<file path="config.mk">
export PLATFORM = sky130hd
export DESIGN_NAME = signed_bin_to_bcd_seq
export DESIGN_NICKNAME = d
export VERILOG_FILES = /design/src/rtl/signed_bin_to_bcd_seq_pkg.sv /design/src/rtl/signed_bin_to_bcd_seq_digit_adj.sv /design/src/rtl/signed_bin_to_bcd_seq.sv
export SDC_FILE = /design/constraint.sdc
export NUM_CORES = 1
export LEC_CHECK = 0
export ABC_AREA = 1
export ABC_CLOCK_PERIOD_IN_PS = 4100
export CAP_MARGIN = 20
export CORE_MARGIN = 2
export CORE_UTILIZATION = 60
export DETAILED_ROUTE_END_ITERATION = 6
export MAX_ROUTING_LAYER = met4
export PLACE_DENSITY = 0.85
export SKIP_LAST_GASP = 1
export SYNTH_ARGS = -nofsm -noshare
export SYNTH_HDL_FRONTEND = slang
export SYNTH_SLANG_ARGS = --single-unit
</file>
<file path="constraint.sdc">
create_clock -name clk -period 4.1 [get_ports clk]
set_clock_uncertainty 0.15 [all_clocks]
set_input_delay 0.82 -clock clk [delete_from_list [all_inputs] [get_ports clk]]
set_output_delay 0.82 -clock clk [all_outputs]
set_load 0.02 [all_outputs]
</file>
<file path="src/rtl/signed_bin_to_bcd_seq_pkg.sv">
// rtl/signed_bin_to_bcd_seq_pkg.sv - shared types and constants for the signed binary to BCD converter
package signed_bin_to_bcd_seq_pkg;

  localparam int DEF_WIDTH  = 25;
  localparam int DEF_DIGITS = 8;
  localparam int BCD_W      = 4;

  typedef enum logic [1:0] {
    IDLE  = 2'd0,
    SHIFT = 2'd1,
    DONE  = 2'd2
  } state_t;

endpackage

</file>
<file path="src/rtl/signed_bin_to_bcd_seq_digit_adj.sv">
// rtl/signed_bin_to_bcd_seq_digit_adj.sv - single BCD digit "if >= 5 add 3" correction
module bcd_digit_adj
  import signed_bin_to_bcd_seq_pkg::*;
(
  input  logic [BCD_W-1:0] digit,
  output logic [BCD_W-1:0] adj
);

  // A digit of 5..9 would exceed 9 after doubling, so pre-bias it by 3.
  assign adj = (digit >= 4'd5) ? (digit + 4'd3) : digit;

endmodule

</file>
<file path="src/rtl/signed_bin_to_bcd_seq.sv">
// rtl/signed_bin_to_bcd_seq.sv - sequential signed two's-complement to sign-plus-BCD converter
module signed_bin_to_bcd_seq
  import signed_bin_to_bcd_seq_pkg::*;
#(
  parameter int WIDTH  = DEF_WIDTH,
  parameter int DIGITS = DEF_DIGITS
)
(
  input  logic                    clk,
  input  logic                    rst_n,
  input  logic                    start,
  input  logic [WIDTH-1:0]        data_in,
  output logic                    busy,
  output logic                    done,
  output logic                    sign,
  output logic [BCD_W*DIGITS-1:0] bcd_out
);

  localparam int CNT_W = $clog2(WIDTH + 1);
  localparam int ACC_W = BCD_W * DIGITS;
  localparam logic [WIDTH-1:0] ONE   = WIDTH'(1);
  localparam logic [CNT_W-1:0] CNT_1 = CNT_W'(1);
  localparam logic [CNT_W-1:0] CNT_L = CNT_W'(WIDTH);

  state_t             state;
  logic [CNT_W-1:0]   cnt;
  logic [WIDTH-1:0]   mag;
  logic               neg;
  logic [ACC_W-1:0]   acc;
  logic [ACC_W-1:0]   acc_adj;
  logic [ACC_W-1:0]   acc_shift;
  logic [WIDTH-1:0]   mag_neg;

  // Two's-complement magnitude; the most-negative input maps to 2^(WIDTH-1) unsigned.
  assign mag_neg = ~data_in + ONE;

  // Per-digit add-3 correction ahead of each shift.
  for (genvar i = 0; i < DIGITS; i++) begin : g_adj
    bcd_digit_adj u_adj (
      .digit (acc[i*BCD_W +: BCD_W]),
      .adj   (acc_adj[i*BCD_W +: BCD_W])
    );
  end

  // Corrected accumulator shifted left with the magnitude MSB entering bit 0.
  assign acc_shift = {acc_adj[ACC_W-2:0], mag[WIDTH-1]};

  // Control FSM; results are published only on the final shift edge.
  always_ff @(posedge clk or negedge rst_n) begin
    if (!rst_n) begin
      state   <= IDLE;
      cnt     <= '0;
      mag     <= '0;
      neg     <= 1'b0;
      acc     <= '0;
      busy    <= 1'b0;
      done    <= 1'b0;
      sign    <= 1'b0;
      bcd_out <= '0;
    end else begin
      case (state)
        IDLE: begin
          if (start) begin
            neg   <= data_in[WIDTH-1];
            mag   <= data_in[WIDTH-1] ? mag_neg : data_in;
            acc   <= '0;
            cnt   <= CNT_L;
            busy  <= 1'b1;
            state <= SHIFT;
          end
        end
        SHIFT: begin
          acc <= acc_shift;
          mag <= {mag[WIDTH-2:0], 1'b0};
          cnt <= cnt - CNT_1;
          if (cnt == CNT_1) begin
            bcd_out <= acc_shift;
            sign    <= neg;
            busy    <= 1'b0;
            done    <= 1'b1;
            state   <= DONE;
          end
        end
        DONE: begin
          done  <= 1'b0;
          state <= IDLE;
        end
        default: begin
          busy  <= 1'b0;
          done  <= 1'b0;
          state <= IDLE;
        end
      endcase
    end
  end

endmodule

</file>
Word-level counts from Yosys, hierarchy flattened
Index checks and enable logic that the tools add are counted.
- register bits after elaboration: 100
- bits of input ports: 28
- output and inout bits: 35
- word-level logic and storage cells: 66
- add/sub/neg operators: 10
- magnitude comparators: 8
- equality and inequality tests: 5
- mux-type cells: 23
- bitwise gates (word level): 3
- reduce and logical (&&, ||, !) cells: 8
- operators by type and width (operator ; count):
    32-bit case mux with 2 select lines ; 1
    25-bit two-way mux ; 2
    25-bit case mux with 2 select lines ; 1
    4-bit by 3-bit greater-or-equal comparator with 1-bit output (second input constant) ; 8
    32-bit two-way mux ; 1
    4-bit by 2-bit adder with 4-bit output (second input constant) ; 7
    4-bit two-way mux ; 7
    25-bit by 1-bit adder with 25-bit output (second input constant) ; 1
    25-bit NOT ; 1
    5-bit case mux with 2 select lines ; 1
    2-bit AND reduction ; 5
    5-bit by 1-bit == test with 1-bit output (second input constant) ; 1
    5-bit two-way mux ; 1
    5-bit by 1-bit subtractor with 5-bit output (second input constant) ; 1
    2-bit two-way mux ; 2
    2-bit != test (second input constant) ; 2
    2-bit case mux with 2 select lines ; 1
    3-bit by 2-bit adder with 3-bit output (second input constant) ; 1
    1-bit two-way mux ; 3
    3-bit two-way mux ; 1
    1-bit case mux with 3 select lines ; 1
    3-bit AND reduction ; 1
    2-bit by 1-bit == test with 1-bit output (second input constant) ; 1
    2-bit == test (second input constant) ; 1
    4 further kinds ; 5

Logic depth before layout (Yosys ltp)
Gate-level depths: netlist of run 1.
- word-level depth: 5
- mapped depth: 10

Cells and area by module
From an unflattened synthesis of run 1, not the netlist that was laid out.
- cell total of the unflattened synthesis: 722
- area total of the unflattened synthesis: 5652.9 sq um
- by module, submodules not included (module ; instances ; cells each ; area each (sq um) ; sequential area each (sq um)):
    signed_bin_to_bcd_seq ; 1 ; 538 ; 4571.9 ; 2502.4
    bcd_digit_adj ; 8 ; 23 ; 135.1 ; 0.0

Worst setup path after synthesis of run 1
OpenSTA, ideal clock, no wires.
- path kind: input to register
- from: in data_in[0]
- to: reg mag[10]
- arrival: 1.681 ns
- slack: 2.135 ns
- stages on the path: 8
- cells stage by stage: inv_1 ha_1 nand2_1 nor2_2 nand2_2 nand2_4 xor2_1 o21ai_0
- cells in the longest elaborated chain, start to end: 5
- RTL lines (element ; RTL line ; source):
    start, declared ; signed_bin_to_bcd_seq.sv:12 ; input logic [WIDTH-1:0] data_in,
    25-bit NOT ; signed_bin_to_bcd_seq.sv:35 ; assign mag_neg = ~data_in + ONE;
    25-bit by 1-bit adder with 25-bit output ; signed_bin_to_bcd_seq.sv:35 ;
    25-bit two-way mux ; signed_bin_to_bcd_seq.sv:65 ; mag <= data_in[WIDTH-1] ? mag_neg : data_in;
    25-bit two-way mux ; signed_bin_to_bcd_seq.sv:63 ; if (start) begin
    25-bit case mux with 2 select lines ; signed_bin_to_bcd_seq.sv:61 ; case (state)
    end signal, assigned ; signed_bin_to_bcd_seq.sv:65 ;
    end signal, assigned ; signed_bin_to_bcd_seq.sv:74 ; mag <= {mag[WIDTH-2:0], 1'b0};
    end, declared ; signed_bin_to_bcd_seq.sv:27 ; logic [WIDTH-1:0] mag;
No other way between the ends. The select of a mux whose other input is x is not followed.
A chain may end at the register's enable or synchronous reset.

Worst setup path after layout of run 1
- from: in start
- to: reg acc[6]
- cells in the longest elaborated chain, start to end: 2
- RTL lines (element ; RTL line ; source):
    start, declared ; signed_bin_to_bcd_seq.sv:11 ; input logic start,
    2-bit != test (no line) ; - ;
    2-bit AND reduction (no line) ; - ;
    end signal, assigned ; signed_bin_to_bcd_seq.sv:73 ; acc <= acc_shift;
    end, declared ; signed_bin_to_bcd_seq.sv:29 ; logic [ACC_W-1:0] acc;
No other way between the ends.

==> flow_metrics.py, run 1 <==
metrics = {
    "critical_path": {
        "setup.worst_path.end_class": "flop",
        "cp-start-kind": "primary input",
        "crit_top_cell": "inv_2",
        "critPathMaxStageDelay_ns": 0.48,
        "r2r_end": "acc[6]$_DFFE_PN0P_",
        "cp-startpoint": "start",
        "endpoint": "acc[6]$_DFFE_PN0P_",
        "required_ns": 4.23,
        "cp_slowest_cell": "nor2_4",
        "cp_max_fo": 34,
        "rr_worst_depth": 6,
        "rrSetupSlack_ns": 1.76,
        "critPathKind": "in -> reg",
        "arrival_ns": 2.86,
        "r2r_start": "state[1]$_DFFE_PN0P_",
        "critical_path.cell_chain": "clkdlybuf4s50_1 -> nand3_2 -> inv_2 -> nor2_4 -> inv_2 -> o22ai_1",
    },
    "placement": {
        "hpwl_um": 8430,
        "post-place-ws_ns": 0.998,
        "dpl_cell_area_um2": 5860,
        "dp.cells": 786,
        "gp_congestion": 0.942,
        "portBuffers": 62,
    },
    "synthesis": {
        "synthTopCellsByCount": "nand2_1 (176), dfrtp_1 (100), inv_1 (62), o21ai_0 (48), nor2_1 (34)",
        "postSynthAreaPerCell_um2": 8.14,
        "ys.flop_type": "dfrtp_1",
        "synth_most_common_cell": "nand2_1",
        "synth.largest_area_cell": "dfrtp_1",
        "synthArstFlopShare_pct": 100,
        "ys_ff_latch": 100,
        "syn_inst": 640,
        "synthesis.nets": 687,
        "yosys_warnings": 0,
        "syn_area_um2": 5210,
        "synth-seq-area-share_pct": 48.0,
        "synthDominantCellAreaShare_pct": 48.0,
        "yosys.cell_types.count": 30,
        "synth_edf_count": 0,
        "synth_top_cells_by_area": "dfrtp_1 (48%), nand2_1 (13%), o21ai_0 (4.6%), ha_1 (4.6%), inv_1 (4.5%)",
    },
    "sta": {
        "fin_crit_sh_pct": 66.6,
        "setup_viol": 0,
        "fin_tns_setup_ns": 0,
        "period_needed_ns": 2.73,
        "rsz0062_at_grt": "no",
        "fin_ws_ns": 1.37,
        "final-hold-violation-count": 0,
        "holdWs_ns": 0.255,
        "slew_headroom_pct": 45.9,
        "drv_slew": 0,
        "tightest_slew_ns": 0.811,
        "max_freq_ghz": 0.366,
    },
    "layout": {
        "utilization_pct": 73.3,
        "finalNonFillerCells": 803,
        "drive_above_1_share_pct": 6.59,
        "design_area_um2": 6080,
        "area_growth_pct": 16.7,
        "antenna_cells": 0,
        "nNetsFinal": 740,
    },
    "clock_network": {
        "clk_pin_slew_ns": 0.09,
        "cts_setup_buffers": 0,
        "htreeDepth": 3,
        "hold_buffers": 0,
        "cts-buffers-inserted": 9,
        "clock_path_buffers": 2,
        "post_cts_resized": 0,
        "tritoncts": "yes",
        "cts-root-buf": "clkbuf_8",
        "clk_latency_ns": 0.37,
        "numClockSinks": 100,
    },
    "floorplanning": {
        "row_count": 33,
        "core_area_um2": 8300,
        "die_h_um": 97.2,
        "die-area_um2": 9450,
        "start_util_pct": 62.8,
        "die-width_um": 97.2,
        "pin_count": 63,
    },
    "power_and_ir_drop": {
        "power_mw": 4.59,
        "p_per_area_nw_per_um2": 755,
        "power_switching_mw": 1.99,
        "combPwrFrac_pct": 48.9,
        "vdd_drop_max_mv": 0.390,
        "power_switching_share_pct": 43.4,
        "pwr-share-seq_pct": 37.3,
        "clkPwrFrac_pct": 13.7,
        "p_int_mw": 2.60,
        "cellLeakagePower_nw": 2.91,
    },
    "status": {
        "status": "complete, no violations",
    },
    "route": {
        "drtPass1Iterations": 5,
        "ant_nets": 0,
        "drc": 0,
        "via_per_inst": 5.67,
        "wl_per_cell_um": 14.6,
        "drt_wl_total_um": 11700,
        "vias": 4551,
        "drt_iter0_markers": 252,
    },
    "hold_path": {
        "hold_class": "in -> async",
    },
    "grt": {
        "first_global_vias": 4558,
        "grt_overflow": 0,
        "grt_max_degree": 90,
        "grt_usage_pct": 26.1,
        "grt_pass1_wl_um": 20000,
        "grt_antenna_before_repair": 0,
    },
    "run": {
        "drv_cap": 0,
    },
}
-- critical path: cells and delay by family --
family	cells	cell delay (ns)
AOI/OAI and AO/OA	1	0.29
buffers and inverters	3	1.04
and+or+nand+nor	2	0.70
-- placed cells by master (no fill, tap or decap), types with 8 or more instances in the layout --
master	instances
o22ai_1	22
o21ai_1	31
or2_2	11
o21ai_0	48
clkbuf_8	9
a21oi_1	15
nand2_1	176
xor2_1	14
a22oi_1	19
ha_1	19
nand4_1	8
nor2_1	34
dfrtp_1	100
inv_1	62
nand3_1	33
clkdlybuf4s50_1	61
-- state kept, by name, indices dropped and copies added (netlist names) --
| signal | count |
|---|---|
| mag | 25 |
| busy | 1 |
| bcd_out | 32 |
| done | 1 |
| state | 2 |
| cnt | 5 |
| neg | 1 |
| sign | 1 |
| acc | 32 |
-- how the worst min path moves through the flow --
stage,startpoint,to,slack (ns),cells past startpoint
CTS,bcd_out[7]$_DFFE_PN0P_,bcd_out[7]$_DFFE_PN0P_,0.34,2
detailed placement,bcd_out[7]$_DFFE_PN0P_,bcd_out[7]$_DFFE_PN0P_,0.31,2
global placement,bcd_out[19]$_DFFE_PN0P_,bcd_out[19]$_DFFE_PN0P_,0.30,2
global route,rst_n,bcd_out[23]$_DFFE_PN0P_,0.29,1
finish,rst_n,bcd_out[23]$_DFFE_PN0P_,0.25,1
floorplan,cnt[4]$_DFFE_PN0P_,cnt[4]$_DFFE_PN0P_,0.29,1
-- logic make-up (layout without fill, tap and decap cells) --
family,after synthesis,after routing,synth area share [%]
XOR/XNOR,14,14,2.35
buffers and inverters,92,150,7.32
flip-flops,100,100,48.0
AND/OR/NAND/NOR,275,275,22.6
adder cells (fa/ha/maj),19,19,4.56
AO/OA/AOI/OAI,140,140,15.2
-- routing by layer --
metal / share of wire (%) / global-route usage [%] / routed length [um]
met5: 0 / - / 0
met4: 2.2 / 9.21 / 257
met3: 4.1 / 4.32 / 477
met2: 51 / 45.2 / 5970
met1: 43 / 31.1 / 5050
-- layout make-up --
class                           instances  area (um^2)
Clock inverter                          7         75.1
Timing Repair Buffer                   66          668
Clock buffer                            9          124
Inverter                               68          255
Tap cell                              105          131
Sequential cell                       100         2500
Fill cell                             642         2220
Multi-Input combinational cell        448         2330
-- power by group through the flow --
stage          Clock (mW)  Combinational, mW  Sequential [mW]
2_1_floorplan           0               1.40             1.82
3_5_place_dp            0               2.22             1.72
6_report            0.631               2.25             1.71
4_1_cts             0.634               2.24             1.70
5_1_grt             0.671               2.51             1.77
3_3_place_gp            0               2.08             1.69
Power figures use the tool's default switching activity.
==> inputs of run 2 (changes only) <==
--- a/config.mk
+++ b/config.mk
@@ -6,13 +6,13 @@
 export NUM_CORES = 1
 export LEC_CHECK = 0
 export ABC_AREA = 1
-export ABC_CLOCK_PERIOD_IN_PS = 4100
+export ABC_CLOCK_PERIOD_IN_PS = 2600
 export CAP_MARGIN = 20
 export CORE_MARGIN = 2
-export CORE_UTILIZATION = 60
+export CORE_UTILIZATION = 56
 export DETAILED_ROUTE_END_ITERATION = 6
 export MAX_ROUTING_LAYER = met4
-export PLACE_DENSITY = 0.85
+export PLACE_DENSITY = 0.8
 export SKIP_LAST_GASP = 1
 export SYNTH_ARGS = -nofsm -noshare
 export SYNTH_HDL_FRONTEND = slang
==> constraint.sdc (replaced) <==
create_clock -name clk -period 2.6 [get_ports clk]
set_clock_uncertainty 0.15 [all_clocks]
set_input_delay 0.52 -clock clk [delete_from_list [all_inputs] [get_ports clk]]
set_output_delay 0.52 -clock clk [all_outputs]
set_load 0.02 [all_outputs]
==> run 2 against run 1 <==
  * The run now ends with negative hold slack left
  * Clock-buffer cell count is 2 higher
  * Non-clock buffer count is 6 higher
  * Cell count is 1.5% higher
  * Design area is 1.5% higher
  * First-iteration DRC count is 12% lower
  * Clock power is 92% higher
  * Critical path type is now reg -> out
  * Largest power group unchanged
==> flow_metrics.py, run 2 (synthesized netlist as in run 1, its figures left out) <==
metrics = {
    "layout": {
        "area_growth_pct": 18.5,
        "drive_above_1_share_pct": 7.24,
        "final_common_cell": "nand2_1",
        "final_cell_mix": "nand2_1 (176), dfrtp_1 (100), inv_1 (62)",
        "fill_cells": 736,
        "nNetsFinal": 746,
        "largestRegisters": "acc (32), bcd_out (32), mag (25)",
        "antenna_cells": 0,
        "design_area_um2": 6180,
    },
    "status": {
        "status": "complete, but fails checks",
        "violations": "negative hold slack",
    },
    "route": {
        "ant_nets": 0,
        "drc": 0,
        "drt_iter0_markers": 223,
        "via_per_inst": 5.42,
        "wl_per_cell_um": 13.6,
        "drt_wl_total_um": 11100,
        "vias": 4415,
        "drtPass1Iterations": 4,
    },
    "clock_network": {
        "cts-buffers-inserted": 9,
        "clk_pin_slew_ns": 0.10,
        "tritoncts": "yes",
        "hold_buffers": 0,
        "clk_latency_ns": 0.36,
        "clock_path_buffers": 2,
        "cts-root-buf": "clkbuf_8",
        "post_cts_resized": 0,
        "cts_setup_buffers": 0,
        "numClockSinks": 100,
        "htreeDepth": 3,
    },
    "critical_path": {
        "rr_worst_depth": 5,
        "critPathBufInv": 1,
        "cp-start-kind": "flop",
        "arrival_ns": 1.35,
        "cp_top_family": "buffers and inverters",
        "required_ns": 1.93,
        "critical_path.cell_chain": "clkdlybuf4s50_1",
        "critPathMaxStageDelay_ns": 0.61,
        "cp_slowest_cell": "clkdlybuf4s50_1",
        "cp_max_fo": 2,
        "setup.worst_path.end_class": "primary output",
        "critPathKind": "reg -> out",
        "worst-path-stages": 1,
    },
    "sta": {
        "tightest_slew_ns": 0.810,
        "max_freq_ghz": 0.495,
        "fin_crit_sh_pct": 77.7,
        "drv_slew": 0,
        "holdWs_ns": -0.0123,
        "setup_viol": 0,
        "fin_tns_setup_ns": 0,
        "period_needed_ns": 2.02,
        "rsz0062_at_grt": "no",
        "slew_headroom_pct": 45.9,
        "fin_ws_ns": 0.579,
        "final-hold-violation-count": 5,
    },
    "grt": {
        "grt_overflow": 0,
        "grt_max_degree": 55,
        "grt_pass1_wl_um": 19300,
        "first_global_vias": 4378,
        "grt_antenna_before_repair": 0,
        "grt_usage_pct": 24.3,
    },
    "floorplanning": {
        "pin_count": 63,
        "row_count": 35,
        "core_area_um2": 9150,
        "die_h_um": 100,
        "die-width_um": 100,
        "die-area_um2": 10100,
        "start_util_pct": 56.9,
    },
    "hold_path": {
        "hold_class": "in -> async",
    },
    "power_and_ir_drop": {
        "vdd_drop_max_mv": 0.491,
        "p_per_area_nw_per_um2": 1200,
        "cellLeakagePower_nw": 2.96,
    },
    "placement": {
        "hpwl_um": 7890,
        "portBuffers": 62,
        "dpl_cell_area_um2": 5930,
        "gp_congestion": 0.861,
        "post-place-ws_ns": 0.316,
    },
    "run": {
        "drv_cap": 0,
    },
}
[run 2: per-layer routing]
layer | vias up | part of all wire [%] | track usage [%]
met3 | 18 | 4.0 | 4.44
met5 | - | 0 | -
met1 | 2066 | 46 | 30.7
met2 | 110 | 48 | 40.1
li1 | 2221 | - | -
met4 | 0 | 1.8 | 7.59
[run 2: path summary, 6_finish.rpt]
check                                          endpoint                   start  slack, ns
worst max-delay path                         bcd_out[2]  bcd_out[2]$_DFFE_PN0P_       0.58
max in group asynchronous            mag[1]$_DFFE_PN0P_                   rst_n       1.57
min in group clk                       busy$_DFFE_PN0P_        busy$_DFFE_PN0P_       0.33
worst min-delay path                acc[24]$_DFFE_PN0P_                   rst_n      -0.01
worst min register to register         busy$_DFFE_PN0P_        busy$_DFFE_PN0P_       0.33
worst max register to register  bcd_out[26]$_DFFE_PN0P_      cnt[0]$_DFFE_PN0P_       0.70
[run 2: final cells by class]
type                            instances  area (um^2)  share of cell area (%)
Sequential cell                       100         2500                    40.5
Clock inverter                          5          106                    1.72
Timing Repair Buffer                   72          706                    11.4
Tap cell                              111          139                    2.25
Clock buffer                           11          141                    2.29
Inverter                               68          255                    4.13
Multi-Input combinational cell        448         2330                    37.7
[run 2: report_power, final]
part	switching (mW)	internal (mW)
Combinational	2.12	1.40
Sequential	0.419	2.27
Clock	0.536	0.670
Total	3.07	4.34
[run 2: metrics by stage]
step / power [mW] / std cells / util [%] / hold WS [ns]
global route: 8.04 / 815 / 67.5 / 0.0147
floorplan: 5.08 / 640 / - / 0.0744
global placement: 6.02 / 799 / 64.8 / 0.304
finish: 7.42 / 815 / 67.5 / -0.0123
CTS: 7.44 / 815 / 67.5 / 0.00478
detailed placement: 6.20 / 799 / 64.8 / 0.308
==> inputs of run 3 (changes only) <==
--- a/config.mk
+++ b/config.mk
@@ -6,7 +6,7 @@
 export NUM_CORES = 1
 export LEC_CHECK = 0
 export ABC_AREA = 1
-export ABC_CLOCK_PERIOD_IN_PS = 2600
+export ABC_CLOCK_PERIOD_IN_PS = 2000
 export CAP_MARGIN = 20
 export CORE_MARGIN = 2
 export CORE_UTILIZATION = 56
==> constraint.sdc (replaced) <==
create_clock -name clk -period 2 [get_ports clk]
set_clock_uncertainty 0.15 [all_clocks]
set_input_delay 0.4 -clock clk [delete_from_list [all_inputs] [get_ports clk]]
set_output_delay 0.4 -clock clk [all_outputs]
set_load 0.02 [all_outputs]
==> run 3 against run 2 <==
  * The run now ends clean
  * Wire length rose by 1.2%
  * Critical path depth unchanged
  * Via count rose by 2.8%
  * Sequential share of layout area is 0.98 points lower
  * Register-to-register slack worse by 0.49 ns
  * First-iteration DRC count shrank 23%
  * Sequential power grew 29%
  * Total power increased by 27%
  * Design area grew 2.5%
  * Sequential cell count stayed put
  * Combinational power rose by 33%
  * Critical path type unchanged
  * Critical endpoint is now done
==> flow_metrics.py, run 3 (synthesized netlist as in run 1, its figures left out) <==
metrics = {
    "sta": {
        "fin_crit_sh_pct": 95.7,
        "final-hold-violation-count": 0,
        "rsz0062_at_grt": "no",
        "tightest_slew_ns": 0.496,
        "drv_slew": 0,
        "slew_headroom_pct": 66.9,
        "period_needed_ns": 1.91,
        "setup_viol": 0,
        "max_freq_ghz": 0.522,
        "fin_ws_ns": 0.0854,
    },
    "power_and_ir_drop": {
        "p_per_area_nw_per_um2": 1490,
        "vdd_drop_max_mv": 0.551,
        "cellLeakagePower_nw": 3.06,
    },
    "placement": {
        "post-place-ws_ns": -0.184,
        "dpl_cell_area_um2": 6130,
        "portBuffers": 62,
        "hpwl_um": 8260,
        "gp_congestion": 0.844,
    },
    "grt": {
        "grt_usage_pct": 25.1,
        "grt_max_degree": 55,
        "met3_usage_pct": 4.37,
        "first_global_vias": 4607,
        "grt_pass1_wl_um": 19700,
        "grt_overflow": 0,
        "grt_most_used_layer": "met2",
        "met2_usage_pct": 42.8,
        "met1_usage_pct": 28.9,
        "grt_antenna_before_repair": 0,
    },
    "critical_path": {
        "required_ns": 1.45,
        "arrival_ns": 1.36,
        "cp_max_fo": 2,
        "critPathKind": "reg -> out",
        "rrSetupSlack_ns": 0.21,
        "critPathBufInv": 1,
        "r2r_end": "acc[26]$_DFFE_PN0P_",
        "critPathMaxStageDelay_ns": 0.61,
        "cp_top_family": "buffers and inverters",
        "cp-start-kind": "flop",
        "rr_worst_depth": 7,
        "setup.worst_path.end_class": "primary output",
        "worst-path-stages": 1,
        "critical_path.cell_chain": "clkdlybuf4s50_1",
        "cp_slowest_cell": "clkdlybuf4s50_1",
        "r2r_start": "acc[24]$_DFFE_PN0P_",
    },
    "layout": {
        "largestRegisters": "acc (32), bcd_out (32), mag (25)",
        "final_common_cell": "nand2_1",
        "final_cell_mix": "nand2_1 (176), dfrtp_1 (100), inv_1 (62)",
        "antenna_cells": 0,
        "drive_above_1_share_pct": 10.2,
        "design_area_um2": 6330,
        "area_growth_pct": 21.5,
        "fill_cells": 731,
        "nNetsFinal": 769,
    },
    "hold_path": {
        "worstHoldPathCells": 2,
        "hp-start": "bcd_out[19]$_DFFE_PN0P_",
        "whs_endpoint": "bcd_out[19]$_DFFE_PN0P_",
        "hold_class": "reg -> reg",
    },
    "clock_network": {
        "clk_pin_slew_ns": 0.10,
        "tritoncts": "yes",
        "cts_setup_buffers": 0,
        "htreeDepth": 3,
        "clk_latency_ns": 0.37,
        "numClockSinks": 100,
        "clock_path_buffers": 2,
        "cts-buffers-inserted": 9,
        "cts-root-buf": "clkbuf_8",
    },
    "floorplanning": {
        "die-area_um2": 10100,
        "start_util_pct": 56.9,
        "row_count": 35,
        "core_area_um2": 9150,
        "die_h_um": 100,
        "die-width_um": 100,
        "pin_count": 63,
    },
    "route": {
        "drt_wl_total_um": 11200,
        "wl_per_cell_um": 13.4,
        "ant_nets": 0,
        "drtPass1Iterations": 4,
        "via_per_inst": 5.42,
        "drc": 0,
        "vias": 4538,
        "drt_iter0_markers": 172,
    },
    "status": {
        "status": "complete, no violations",
    },
    "run": {
        "drv_cap": 0,
    },
}
## run 3: cell count changes in the layout (fill, tap and decap cells not counted), moves of 2 or more
cell / change
buf_12: +3
buf_4: +19
bufinv_16: -3
clkinv_2: +2
## run 3: layer usage
layer | vias up | routed length [um]
met5 | - | 0
met4 | 0 | 255
met3 | 26 | 433
met2 | 127 | 5560
met1 | 2123 | 5000
li1 | 2262 | -
## run 3: where the power goes
group          internal [mW]  switching [mW]  leakage, nW
registers               2.96           0.528         1.23
logic                   1.92            2.77         1.73
clock network          0.523           0.702       0.0957
## run 3: what timing repair did
action / in CTS / in global routing
gates resized for setup: 0 / 3
endpoints found under the setup margin: 0 / 20
hold buffers: 1 / 0
endpoints found under the hold margin: 31 / 0
## run 3: how the worst max path moves through the flow
stage / start / end / slack (ns)
global route: done$_DFFE_PN0P_ / done / 0.04
global placement: data_in[0] / mag[14]$_DFFE_PN0P_ / -0.11
finish: done$_DFFE_PN0P_ / done / 0.09
floorplan: data_in[0] / mag[10]$_DFFE_PN0P_ / 0.45
detailed placement: data_in[0] / mag[22]$_DFFE_PN0P_ / -0.18
CTS: bcd_out[0]$_DFFE_PN0P_ / bcd_out[0] / 0.07
## run 3: stage by stage
stage | hold WS, ns | instances | power (mW) | TNS [ns] | util, %
detailed placement | 0.228 | 821 | 8.20 | -1.11 | 67.0
finish | 0.334 | 838 | 9.40 | 0 | 69.2
CTS | 0.336 | 838 | 9.44 | 0 | 69.1
floorplan | -0.0456 | 640 | 6.60 | 0 | -
global placement | 0.223 | 821 | 7.93 | -0.722 | 67.0
global route | 0.362 | 838 | 10.2 | 0 | 69.2
## run 3: area by class of cell
type	instances	area (um^2)	share of cell area, %
Multi-Input combinational cell	448	2330	36.8
Tap cell	111	139	2.19
Timing Repair Buffer	95	918	14.5
Clock buffer	11	151	2.39
Clock inverter	5	35.0	0.553
Inverter	68	258	4.07
Sequential cell	100	2500	39.5
## run 3: worst reg2reg max path: stages (launching register included)
cell	delay, ns
dfrtp_1	0.42
inv_1	0.12
ha_1	0.17
inv_1	0.06
o21ai_0	0.22
nand2_1	0.16
o21ai_1	0.25
o22ai_1	0.11
